===== src/rtl/f_fetch_queue.sv =====
// Instruction fetch queue: one outstanding imem request feeding a 2-entry {pc, instr} FIFO.
// A redirect flushes the FIFO and retargets fetch; a response already in flight is dropped.
//
// state | meaning
// IDLE  | no request outstanding
// WAIT  | request outstanding, response will be pushed
// DROP  | request outstanding, response will be discarded
module f_fetch_queue (
    input  logic        clk,
    input  logic        reset,
    input  logic        in_redirect,
    input  logic [31:0] in_npc,
    input  logic        in_stall,
    output logic        out_valid,
    output logic [31:0] out_pc,
    output logic [31:0] out_instr,
    output logic        out_imem_req,
    output logic [31:0] out_imem_addr,
    input  logic        in_imem_ack,
    input  logic [31:0] in_imem_rdata
);

    localparam logic [1:0] ST_IDLE = 2'd0;
    localparam logic [1:0] ST_WAIT = 2'd1;
    localparam logic [1:0] ST_DROP = 2'd2;

    localparam logic [31:0] RESET_PC = 32'h0000_3000;

    logic [1:0]  state;
    logic [1:0]  state_nxt;
    logic [31:0] fetch_pc;
    logic [31:0] req_addr;
    logic [31:0] fifo_pc    [2];
    logic [31:0] fifo_instr [2];
    logic        rd_ptr;
    logic        wr_ptr;
    logic [1:0]  count;
    logic        busy;
    logic        issue;
    logic        push;
    logic        pop;
    logic [31:0] npc_word;

    assign busy     = (state != ST_IDLE);
    assign npc_word = in_npc & 32'hFFFF_FFFC;

    // Issue straight from IDLE so a request can follow an ack with no bubble.
    // Holding off during a redirect avoids requesting the soon-to-be-stale fetch_pc.
    assign issue = (state == ST_IDLE) && (count < 2'd2) && !in_redirect && !reset;
    assign push  = (state == ST_WAIT) && in_imem_ack && !in_redirect;
    assign pop   = out_valid && !in_stall && !in_redirect;

    assign out_imem_req  = busy || issue;
    assign out_imem_addr = busy ? req_addr : fetch_pc;

    assign out_valid = (count != 2'd0);
    assign out_pc    = fifo_pc[rd_ptr];
    assign out_instr = fifo_instr[rd_ptr];

    always_comb begin
        state_nxt = state;
        case (state)
            ST_IDLE: if (issue) state_nxt = ST_WAIT;
            ST_WAIT: begin
                if (in_imem_ack)
                    state_nxt = ST_IDLE;
                else if (in_redirect)
                    state_nxt = ST_DROP;
            end
            ST_DROP: if (in_imem_ack) state_nxt = ST_IDLE;
            default: state_nxt = ST_IDLE;
        endcase
    end

    always_ff @(posedge clk or posedge reset) begin
        if (reset) begin
            state    <= ST_IDLE;
            fetch_pc <= RESET_PC;
            req_addr <= 32'h0;
            count    <= 2'd0;
            rd_ptr   <= 1'b0;
            wr_ptr   <= 1'b0;
            for (int i = 0; i < 2; i++) begin
                fifo_pc[i]    <= 32'h0;
                fifo_instr[i] <= 32'h0;
            end
        end else begin
            state <= state_nxt;
            if (issue)
                req_addr <= fetch_pc;
            if (in_redirect) begin
                fetch_pc <= npc_word;
                count    <= 2'd0;
                rd_ptr   <= 1'b0;
                wr_ptr   <= 1'b0;
            end else begin
                if (push) begin
                    fetch_pc           <= req_addr + 32'd4;
                    fifo_pc[wr_ptr]    <= req_addr;
                    fifo_instr[wr_ptr] <= in_imem_rdata;
                    wr_ptr             <= ~wr_ptr;
                end
                if (pop)
                    rd_ptr <= ~rd_ptr;
                if (push && !pop)
                    count <= count + 2'd1;
                else if (pop && !push)
                    count <= count - 2'd1;
            end
        end
    end

endmodule


===== config.mk =====
export PLATFORM = sky130hd
export DESIGN_NAME = f_fetch_queue
export DESIGN_NICKNAME = d
export VERILOG_FILES = /design/src/rtl/f_fetch_queue.sv
export SDC_FILE = /design/constraint.sdc
export NUM_CORES = 1
export LEC_CHECK = 0
export ABC_AREA = 1
export CORE_UTILIZATION = 45
export CTS_CLUSTER_DIAMETER = 80
export DETAILED_ROUTE_END_ITERATION = 8
export PLACE_DENSITY = 0.8
export SLEW_MARGIN = 20
export SYNTH_ARGS = -nofsm -noshare
export SYNTH_HDL_FRONTEND = slang
export SYNTH_SLANG_ARGS = --single-unit

===== constraint.sdc =====
create_clock -name clk -period 8.2 [get_ports clk]
set_clock_uncertainty 0.05 [all_clocks]
set_input_delay 0.82 -clock clk [delete_from_list [all_inputs] [get_ports clk]]
set_output_delay 0.82 -clock clk [all_outputs]
set_load 0.005 [all_outputs]

== Word-level counts from Yosys, hierarchy flattened ==
Index checks and enable logic that the tools add are counted.

* Output and inout bits: 98
* Register bits after elaboration: 198
* Bits in latches: 0
* Logic and storage cells: 76
* Bits of input ports: 69
* ROM bits: 0
* Memories kept: 0
* RAM bits: 0

* Bitwise operators: 5
* Eq/ne operators: 5
* Divide/modulo/power cells: 0
* Mux-type cells: 25
* Shift-type cells: 0
* Reduce and logical (&&, ||, !) cells: 24
* Add/subtract/negate cells: 3
* $lt $le $gt $ge: 4
* Multipliers: 0

{| class="wikitable"
|+ Operator list
! operator !! count
|-
| two-way mux 32 bit || 10
|-
| bitwise mux 64 bit || 2
|-
| adder 32 x 3 -> 32 bit, second input constant || 1
|-
| demux 32 bit (select 1 bit) || 1
|-
| two-way mux 2 bit || 7
|-
| logical AND 1 bit || 10
|-
| nonzero test 2 bit || 4
|-
| one-hot mux 2 bit (3 select lines) || 1
|-
| logical NOT 1 bit || 5
|-
| >= comparator 2 bit, second input constant || 2
|-
| two-way mux 1 bit || 4
|-
| != test 2 bit, second input constant || 2
|-
| NOT 1 -> 2 bit || 2
|-
| != test 3 bit, second input constant || 1
|-
| NOT 1 bit || 3
|-
| AND reduction 3 bit || 1
|-
| nonzero test 3 bit || 1
|-
| adder 2 x 1 -> 2 bit, second input constant || 1
|-
| == test 2 x 1 -> 1 bit, second input constant || 1
|-
| == test 2 bit, second input constant || 1
|-
| logical NOT 2 bit || 1
|-
| less-than comparator 2 x 1 -> 1 bit, second input constant || 1
|-
| less-than comparator 2 bit, second input constant || 1
|-
| AND reduction 2 bit || 1
|-
| other kinds (2) || 2
|}

== Logic depth before layout (Yosys ltp) ==
* Depth after elaboration: 8
* Depth in mapped cells: 10

== Worst setup path before layout ==
No wires, ideal clock.

* Kind: in2out
* Start point: input reset
* End point: output out_imem_req
* Slack: 1319 ps
* Required time: 7330 ps
* Data arrival time: 6011 ps
* Stages: 5
* Cells stage by stage: inv_1 > nand4_1 > buf_4 > buf_2 > nand2_1

* Longest elaborated chain between the ends: 3

{| class="wikitable"
|+ Ends and longest elaborated chain
! what !! RTL line !! source
|-
| start: declaration || 10 || <nowiki>input logic reset,</nowiki>
|-
| logical NOT 1 bit (no source line) || -- ||
|-
| logical AND 1 bit || 49 || <nowiki>assign issue = (state == ST_IDLE) && (count < 2'd2) && !in_redirect && !reset;</nowiki>
|-
| logical OR 1 bit || 53 || <nowiki>assign out_imem_req = busy || issue;</nowiki>
|-
| end: declaration || 17 || <nowiki>output logic out_imem_req,</nowiki>
|}

No other way between the ends.

== Worst setup path in the final report ==
* Start point: register rd_ptr
* End point: output out_pc[16]

* Longest elaborated chain between the ends: 4

{| class="wikitable"
|+ Ends and longest elaborated chain
! what !! RTL line !! source
|-
| start: declaration || 35 || <nowiki>logic rd_ptr;</nowiki>
|-
| start signal: assignment || 104 || <nowiki>rd_ptr <= ~rd_ptr;</nowiki>
|-
| NOT 1 -> 2 bit (implied by the code) || 57 || <nowiki>assign out_pc = fifo_pc[rd_ptr];</nowiki>
|-
| two-way mux 32 bit (implied by the code) (3 in series) || 57 ||
|-
| end: declaration || 15 || <nowiki>output logic [31:0] out_pc,</nowiki>
|}

No other way between the ends. The select of a mux whose other input is x is not followed.

==> summary.txt <==
STA
  – Final Hold Viols: 0
  – Final Max Slew Viols: 0
  – Tmin final: 3.96 ns
  – Final setup fails: 0
  – Unrepaired setup endpoints after global routing: no
  – TNS Setup: 0 ns
  – Final WS setup: 4.24 ns
  – Worst-Margin Slew: 0.974 ns
  – Crit share post-route: 48.3%
  – Rel. slew slack: 35.0%
  – Max frequency: 0.252 GHz
  – Hold slack final: 0.437 ns

Clock network
  – CTS tree: built
  – Clock root buffer: clkbuf_16
  – Post_cts resized: 0
  – Clk buf depth: 2
  – Post-CTS setup buffer count: 0
  – Htree depth: 4
  – Hold_buf cts: 0
  – Worst skew pair latency: 0.43 ns
  – Clock slew at reported path FFs: 0.07 ns
  – TritonCTS buffer count: 17
  – CTS sink count: 198

Power
  – Clock power share: 23.2%
  – Combinational Power Share: 38.1%
  – LEAKAGE: 5.83 nW
  – Psw: 0.00141 W
  – Power Dens Cells: 332 mW/mm^2
  – Switch share: 35.4%
  – Internal: 0.00256 W
  – Worst VDD drop: 0.000164 V
  – Reg power frac: 38.7%

Setup path
  – Worst-path fanout max: 65
  – Worst-path cell chain: buf_4, inv_2, buf_4, nand2_1, nand2_1, clkdlybuf4s50_1
  – CP max stage cell: clkdlybuf4s50_1
  – Crit Path Category: flop to output port
  – CP peak stage delay: 0.59 ns
  – WP buf/inv: 4
  – Crit path launch type: flop
  – CP Capture Type: output port
  – CP required: 7.33 ns
  – Critical path data arrival time: 3.09 ns
  – Delay-heaviest family, CP: buffers and inverters

Yosys
  – Synthesized instance count: 1261
  – Sequential share of the synthesized area: 51.7%
  – Syn_nets: 1331
  – Synthesized area: 0.00960 sq mm
  – Netlist cell types: 29
  – Number of synthesized register bits: 198
  – Ys Warns: 0
  – Avg Cell Area, Syn: 7.61 sq um

Routing
  – Drt pass-1 iters: 6
  – Starting DRT DRC Count: 668
  – Post-Route WL: 24100 um
  – Post-route DRC: 0
  – Routed Antenna Nets: 0
  – Via count: 8502
  – Avg Vias per Cell: 5.07
  – WL per Instance: 14.4 um

Placement
  – Final HPWL DP: 16000 um
  – GPL Wtd Cong: 0.948
  – Port bufs: 164
  – Post-Place Worst Slack: 4.42 ns

Floorplanning
  – Die area: 0.0219 sq mm
  – Starting Density: 45.8%
  – I/O Pins: 167
  – Die Span X: 148 um
  – FP Rows: 53
  – Die Y: 148 um
  – Area of the core: 0.0210 sq mm

GRT
  – Initial antenna violation count: 0
  – Overflow after GRT: 0
  – GRT Total Usage: 23.0%
  – First-pass GRT wire length: 39600 um
  – Largest net degree at the start of global routing: 121
  – Vias in the first global route: 7858

Finish
  – Area Overhead vs Synth: 24.5%
  – FILL cells: 1967
  – Diode count: 0
  – Most used cells in the layout excluding fill and tap cells: 525 x nand2_1, 195 x dfrtp_1, 164 x clkdlybuf4s50_1
  – Share of layout cells above drive strength 1: 4.93%
  – Final net count: 1458
  – Commonest non-fill, non-tap cell in the layout: nand2_1

Run
  – Max-Cap Viols: 0

Min path
  – Worst hold path class: flop to flop

Run status
  – Status: completed
==> routing by layer <==
| layer | vias up | wire length, um | GRT usage, % |
|---|---|---|---|
| li1 | 4227 | - | - |
| met1 | 3934 | 11100 | 32.9 |
| met2 | 300 | 10900 | 35.0 |
| met3 | 41 | 1560 | 3.98 |
| met4 | 0 | 585 | 8.20 |
| met5 | - | 0 | 0 |
==> power by group through the flow <==
| stage | combinational, W | sequential [W] | clock, W |
|---|---|---|---|
| floorplan | 0.000823 | 0.00150 | 0 |
| global placement | 0.00148 | 0.00153 | 0 |
| detailed placement | 0.00151 | 0.00155 | 0 |
| CTS | 0.00152 | 0.00153 | 0.000943 |
| global route | 0.00170 | 0.00158 | 0.000982 |
| finish | 0.00151 | 0.00154 | 0.000919 |
==> stage by stage <==
step           instances  utilization (%)  power (W)  area, sq um
4_1_cts             1675             56.9    0.00399        11900
3_3_place_gp        1643             53.8    0.00301        11300
2_1_floorplan       1261                -    0.00232         9600
6_report            1676             57.0    0.00397        11900
5_1_grt             1676             57.0    0.00427        11900
3_5_place_dp        1643             53.8    0.00305        11300
==> worst reg2reg max path, cell delays in order (launching register included) <==
cell and delay [ns]:
dfrtp_1 0.45, nor2_4 0.15, nand2_2 0.11, nor2_8 0.34, nand2_4 0.46, buf_4 0.49
nand2_1 0.19, o21ai_1 0.08
==> Yosys cell counts, drive strengths merged <==
master  number  area [sq um]
a31oi        1          6.26
o22ai        3          18.8
nor3b        1          7.51
o221ai       1          8.76
o211ai       2          15.0
xor2         5          43.8
o21ai      192           991
dfstp        2          52.6
o21bai       1          7.51
nor2        82           349
buf         41           309
nand4        6          37.5
ha           1          12.5
nand2      530          2000
clkbuf      24          90.1
nand3       48           240
inv        100           375
dfrtp      196          4900
a21oi       25           125
==> flip-flops by register name, indices dropped and copies added, names as in the netlist <==
name,count
fifo_instr,64
fifo_pc,64
count,2
req_addr,32
state,2
fetch_pc,32
rd_ptr,1
wr_ptr,1
==> area by class of cell <==
type,instances,area (sq um),area share [%]
clock buffer,18,429,3.59
clock inverter,14,221,1.85
inverter,100,383,3.20
multi-input combinational,898,3880,32.5
sequential,198,4960,41.5
tap,275,344,2.88
timing repair buffer,173,1730,14.5
==> worst paths after layout <==
check	startpoint	to	slack, ns	depth (start not counted)
worst max-delay path	rd_ptr	out_pc[16]	4.24	6
worst min register to register	fifo_pc[63]	fifo_pc[63]	0.44	2
min in group asynchronous	reset	fifo_instr[44]	0.92	2
worst max register to register	state[1]	fifo_instr[46]	5.75	7
max in group asynchronous	reset	fetch_pc[13]	5.96	4
worst min-delay path	fifo_pc[63]	fifo_pc[63]	0.44	2
==> cell families after synthesis <==
kind of cell	Yosys count	synth area share, %
AOI/OAI and AO/OA	225	12.2
xor gates and xnor gates	5	0.456
adders and majority gates	1	0.130
buffers and inverters	165	8.07
DFF	198	51.7
and+or+nand+nor	667	27.5
(Power assumes the default switching activity.)
